## src/rtl/fetch_pkg.sv

```systemverilog
// fetch_pkg: shared types and constants for the instruction prefetch stage.
// Provides fetch_entry_t ({pc, inst}), the default queue depth and the reset PC.
package fetch_pkg;
  localparam int FETCH_AW = 16;
  localparam int FETCH_DW = 16;
  localparam int FETCH_DEPTH_DEFAULT = 4;
  localparam logic [FETCH_AW-1:0] RESET_PC = '0;
  typedef struct packed {
    logic [FETCH_AW-1:0] pc;
    logic [FETCH_DW-1:0] inst;
  } fetch_entry_t;
endpackage

```

## src/rtl/fetch_fifo.sv

```systemverilog
// fetch_fifo: synchronous FIFO of fetch_entry_t with flush and occupancy count.
// Ports: clk_i, rst_ni (async active-low), flush_i (clears pointers/count, wins over push/pop),
// push_i/data_i (write), pop_i (read), head_o (entry at read pointer), count_o (entries held).
// The caller must not push when full without popping, nor pop when empty.
module fetch_fifo
  import fetch_pkg::*;
#(
  parameter int DEPTH = FETCH_DEPTH_DEFAULT
) (
  input  logic                   clk_i,
  input  logic                   rst_ni,
  input  logic                   flush_i,
  input  logic                   push_i,
  input  fetch_entry_t           data_i,
  input  logic                   pop_i,
  output fetch_entry_t           head_o,
  output logic [$clog2(DEPTH):0] count_o
);
  localparam int PW = $clog2(DEPTH);
  fetch_entry_t mem_q [DEPTH];
  logic [PW-1:0] wr_q, wr_d, rd_q, rd_d;
  logic [PW:0] count_q, count_d;
  // Pointers wrap naturally because DEPTH is a power of two.
  always_comb begin
    wr_d = flush_i ? '0 : wr_q + PW'(push_i);
    rd_d = flush_i ? '0 : rd_q + PW'(pop_i);
    count_d = flush_i ? '0 : count_q + (PW+1)'(push_i) - (PW+1)'(pop_i);
  end
  always_ff @(posedge clk_i or negedge rst_ni) begin
    if (!rst_ni) begin
      wr_q <= '0;
      rd_q <= '0;
      count_q <= '0;
      for (int i = 0; i < DEPTH; i++) mem_q[i] <= '0;
    end else begin
      wr_q <= wr_d;
      rd_q <= rd_d;
      count_q <= count_d;
      if (push_i && !flush_i) mem_q[wr_q] <= data_i;
    end
  end
  assign head_o = mem_q[rd_q];
  assign count_o = count_q;
endmodule

```

## src/rtl/inst_fetch_queue.sv

```systemverilog
// inst_fetch_queue: instruction prefetch queue between instruction memory and controller.
// Ports: clk, rst (async active-low); mem_addr/mem_rd/mem_data (memory read port, data combinational);
// inst_valid/inst/inst_pc/inst_ready (head handshake); redirect/redirect_pc (flush and restart);
// occupancy (entries held). Optional macro FETCH_BYPASS_EN: serve the head straight from memory
// when the queue is empty.
module inst_fetch_queue
  import fetch_pkg::*;
#(
  parameter int DEPTH = FETCH_DEPTH_DEFAULT,
  parameter int AW = FETCH_AW,
  parameter int DW = FETCH_DW
) (
  input  logic                   clk,
  input  logic                   rst,
  output logic [AW-1:0]          mem_addr,
  output logic                   mem_rd,
  input  logic [DW-1:0]          mem_data,
  output logic                   inst_valid,
  output logic [DW-1:0]          inst,
  output logic [AW-1:0]          inst_pc,
  input  logic                   inst_ready,
  input  logic                   redirect,
  input  logic [AW-1:0]          redirect_pc,
  output logic [$clog2(DEPTH):0] occupancy
);
  localparam int CW = $clog2(DEPTH) + 1;
  logic [AW-1:0] fetch_pc_q, fetch_pc_d;
  logic [CW-1:0] count;
  fetch_entry_t head;
  logic deq, enq, push, pop, byp;
  always_comb begin
`ifdef FETCH_BYPASS_EN
    byp = rst && !redirect && count == '0;
`else
    byp = 1'b0;
`endif
    inst_valid = count != '0 || byp;
    inst = byp ? mem_data : head.inst;
    inst_pc = byp ? fetch_pc_q : head.pc;
    deq = inst_valid && inst_ready;
    // rst gating keeps the read port idle while reset is held.
    enq = rst && !redirect && (count < CW'(DEPTH) || deq);
    // A bypassed word that is consumed at once never touches storage.
    push = enq && !(byp && inst_ready);
    pop = deq && !byp;
    mem_rd = enq;
    mem_addr = fetch_pc_q;
    occupancy = count;
    fetch_pc_d = redirect ? redirect_pc : fetch_pc_q + AW'(enq);
  end
  always_ff @(posedge clk or negedge rst) begin
    if (!rst) fetch_pc_q <= RESET_PC;
    else fetch_pc_q <= fetch_pc_d;
  end
  fetch_fifo #(.DEPTH(DEPTH)) u_fifo (
    .clk_i  (clk),
    .rst_ni (rst),
    .flush_i(redirect),
    .push_i (push),
    .data_i ('{pc: fetch_pc_q, inst: mem_data}),
    .pop_i  (pop),
    .head_o (head),
    .count_o(count)
  );
endmodule

```

## config.mk

```make
export PLATFORM = sky130hd
export DESIGN_NAME = inst_fetch_queue
export DESIGN_NICKNAME = d
export VERILOG_FILES = /design/src/rtl/fetch_pkg.sv /design/src/rtl/fetch_fifo.sv /design/src/rtl/inst_fetch_queue.sv
export SDC_FILE = /design/constraint.sdc
export NUM_CORES = 1
export LEC_CHECK = 0
export ABC_AREA = 1
export ABC_CLOCK_PERIOD_IN_PS = 6050
export BUFFER_PORTS_ARGS = -buffer_cell sky130_fd_sc_hd__buf_4
export CAP_MARGIN = 25
export CORE_MARGIN = 2
export CORE_UTILIZATION = 65
export CTS_BUF_LIST = sky130_fd_sc_hd__clkbuf_2
export DETAILED_ROUTE_END_ITERATION = 7
export GPL_TIMING_DRIVEN = 0
export PLACE_DENSITY = 0.88
export SYNTH_ARGS = -nofsm -noshare
export SYNTH_HDL_FRONTEND = slang
export SYNTH_HIERARCHICAL = 1
export SYNTH_SLANG_ARGS = --single-unit
```

## constraint.sdc

```tcl
create_clock -name clk -period 6.05 [get_ports clk]
set_clock_uncertainty 0.2 [all_clocks]
set_input_delay 0.9075 -clock clk [delete_from_list [all_inputs] [get_ports clk]]
set_output_delay 0.9075 -clock clk [all_outputs]
set_load 0.1 [all_outputs]
```

==> impl_metrics.yaml <==
yosys:
  syn_inst: 879
  ys_top_cells_by_area: "dfrtp_1 51%, nand2_1 12%, inv_1 6.3%"
  avgSynthCellArea_um2: 8.48
  syn_area_mm2: 0.00745
  ys_warn_count: 6
  yosysSeqAreaShare_pct: 50.7
  ys_ff_latch: 151
  synth_cell_types: 29
  synth_top_area_cell: "dfrtp_1"
  synth_top_cell_area_share_pct: 50.7
  syn-num-nets: 922
detailed_routing:
  via_per_inst: 5.55
  first_iter_violations: 615
  postRouteAntennaNets: 0
  drc: 0
  dr.pass1.iters: 5
  wire_per_inst_um: 15.8
  drt-total-wl_um: 18000
  vias: 6348
sta:
  worst_slack_ps: 2170
  fin_crit_sh_pct: 64.2
  relSlewSlack_pct: 60.2
  max_freq_mhz: 258
  timing.setup.tns_ps: 0
  period_needed_ps: 3880
  rsz0062_at_grt: "no"
  drv_slew: 0
  setup_viol: 0
  finalHoldViolations: 0
  worst_pin_slew_ps: 597
finish:
  n_antenna_cell: 0
  mostFrequentLayoutCell: "nand2_1"
  syn_to_final_growth_pct: 14.5
  nNetsFinal: 1031
  final_cell_mix: "247 x nand2_1, 151 x dfrtp_1, 125 x inv_1, 91 x buf_4, 88 x o21ai_1"
  layout-drive-gt1-share_pct: 21.9
clock_network:
  cts_root_buf: "clkbuf_2"
  clkLatencyLatePin_ps: 710
  postCtsSetupRepairBufs: 0
  cts_made_buffers: 17
  clk_path_buf_depth: 2
  cts_sinks: 151
  htreeDepth: 4
  cts_tree: "yes"
  cts.clk_slew.worst_paths_ps: 210
  cts.repair.resized: 0
critical_path:
  worstPathRequired_ps: 4940
  critPathKind: "in2out"
  crit_buf_inv: 3
  start_kind: "input port"
  cp.arrival_ps: 2770
  critical-path-top-delay-family: "buffers and inverters"
  crit_chain: "dlygate4sd3_1 -> buf_6 -> nand2_1 -> a21oi_1 -> buf_4"
  crit_path_top_delay_cell: "dlygate4sd3_1"
  endpoint_kind: "output port"
  cpPeakStageDelay_ps: 540
  cp_max_fo: 57
min_path:
  hp-class: "in2reg"
power_and_ir_drop:
  leakagePower_nw: 4.27
  ir_drop_mv: 0.489
  p_per_area_mw_per_mm2: 527
grt:
  grt_pass1_wl_um: 30400
  busiest_layer: "met2"
  gr-total-overflow: 0
  use_met1_pct: 41.4
  grt_antenna_before_repair: 0
  grt_max_degree: 97
  grt_use_met2_pct: 51.9
  grt_usage_pct: 31.0
  grt_pass1_vias: 6277
  grtUsageMet3_pct: 6.34
floorplanning:
  dieArea_mm2: 0.0123
  core_mm2: 0.0113
  io_pins: 89
  die_x_um: 111
  start_util_pct: 65.8
  rows: 39
  die_h_um: 111
flow_run:
  drv_cap: 0
place:
  pre_cts_ws_ps: 2730
  io_buffers: 88
  gp_congestion: 0.835
  hpwlAfterDp_um: 12500
status:
  status: "finished clean"
==> state kept, by name (all words and copies together), names as in the netlist <==
name            cells
u_fifo/mem_q      128
mem_addr           16
u_fifo/count_o      3
u_fifo/rd_q         2
u_fifo/wr_q         2
==> tightest hold or removal path, cell delays in order <==
cell	delay, ps
buf_4	80
nand2_1	40
nand2_1	50
==> logic make-up (layout without fill, tap and decap cells) <==
group	Yosys count	after routing	synth area share, %
and+or+nand+nor	301	301	16.5
AOI/OAI and AO/OA	242	242	19.7
buffers and inverters	174	296	11.4
DFF	151	151	50.7
adders and majority gates	7	7	1.28
xor gates and xnor gates	4	4	0.470
==> report_power, final <==
part	leakage [nW]	switching, mW	internal [mW]	total [mW]
Sequential	1.99	0.136	1.23	1.37
Combinational	2.15	2.05	0.575	2.63
Clock	0.121	0.360	0.144	0.504
Total	4.27	2.55	1.95	4.50
==> timing repair <==
| action | in CTS | in global routing |
|---|---|---|
| hold buffers | 1 | 0 |
| endpoints found under the setup margin | 0 | 0 |
| hold endpoints to repair | 55 | 0 |
==> cells in the mapped netlist, drive strengths merged <==
library cell,number
o21ai,166
o211ai,32
or2,1
a21oi,38
inv,126
xnor2,4
nand2,255
dfrtp,151
nand4,3
fa,1
o21bai,4
nand3,16
nor2,26
a31oi,2
clkbuf,5
ha,6
buf,43
==> stage by stage <==
step | instances | util [%] | total power, mW | instance area [µm²] | hold slack [ps]
2_1_floorplan | 879 | - | 3.42 | 7450 | 250
3_3_place_gp | 1110 | 73.2 | 3.95 | 8290 | 259
3_5_place_dp | 1111 | 73.5 | 4.00 | 8320 | 263
4_1_cts | 1144 | 75.4 | 4.50 | 8530 | 119
5_1_grt | 1144 | 75.4 | 4.73 | 8530 | 107
6_report | 1144 | 75.4 | 4.50 | 8530 | 173
==> per-layer routing <==
layer / part of all wire, % / wire length [µm]
met1: 42 / 7620
met5: 0 / 0
met4: 1.6 / 289
met2: 49 / 8800
met3: 7.4 / 1330
==> final timing paths <==
| check | cells past startpoint | endpoint | startpoint | slack (ps) |
|---|---|---|---|---|
| max | 5 | mem_rd | rst | 2170 |
| min | 3 | mem_addr[1] | redirect_pc[1] | 170 |
| max reg2reg | 10 | u_fifo/count_o[2] | u_fifo/count_o[1] | 3820 |
| min reg2reg | 2 | u_fifo/mem_q[100] | u_fifo/mem_q[100] | 300 |
| max in group asynchronous | 3 | u_fifo/mem_q[62] | rst | 4320 |
| min in group asynchronous | 2 | u_fifo/mem_q[44] | rst | 500 |
==> cell type report <==
class,count,area (µm²)
well taps,143,179
fillers,856,2790
inverters,126,473
clock inverters,14,110
repair buffers,90,702
clock buffers,18,90.1
plain buffers,48,373
multi-input cells,554,2830
flip-flops and latches,151,3780
Power figures use the tool's default switching activity.
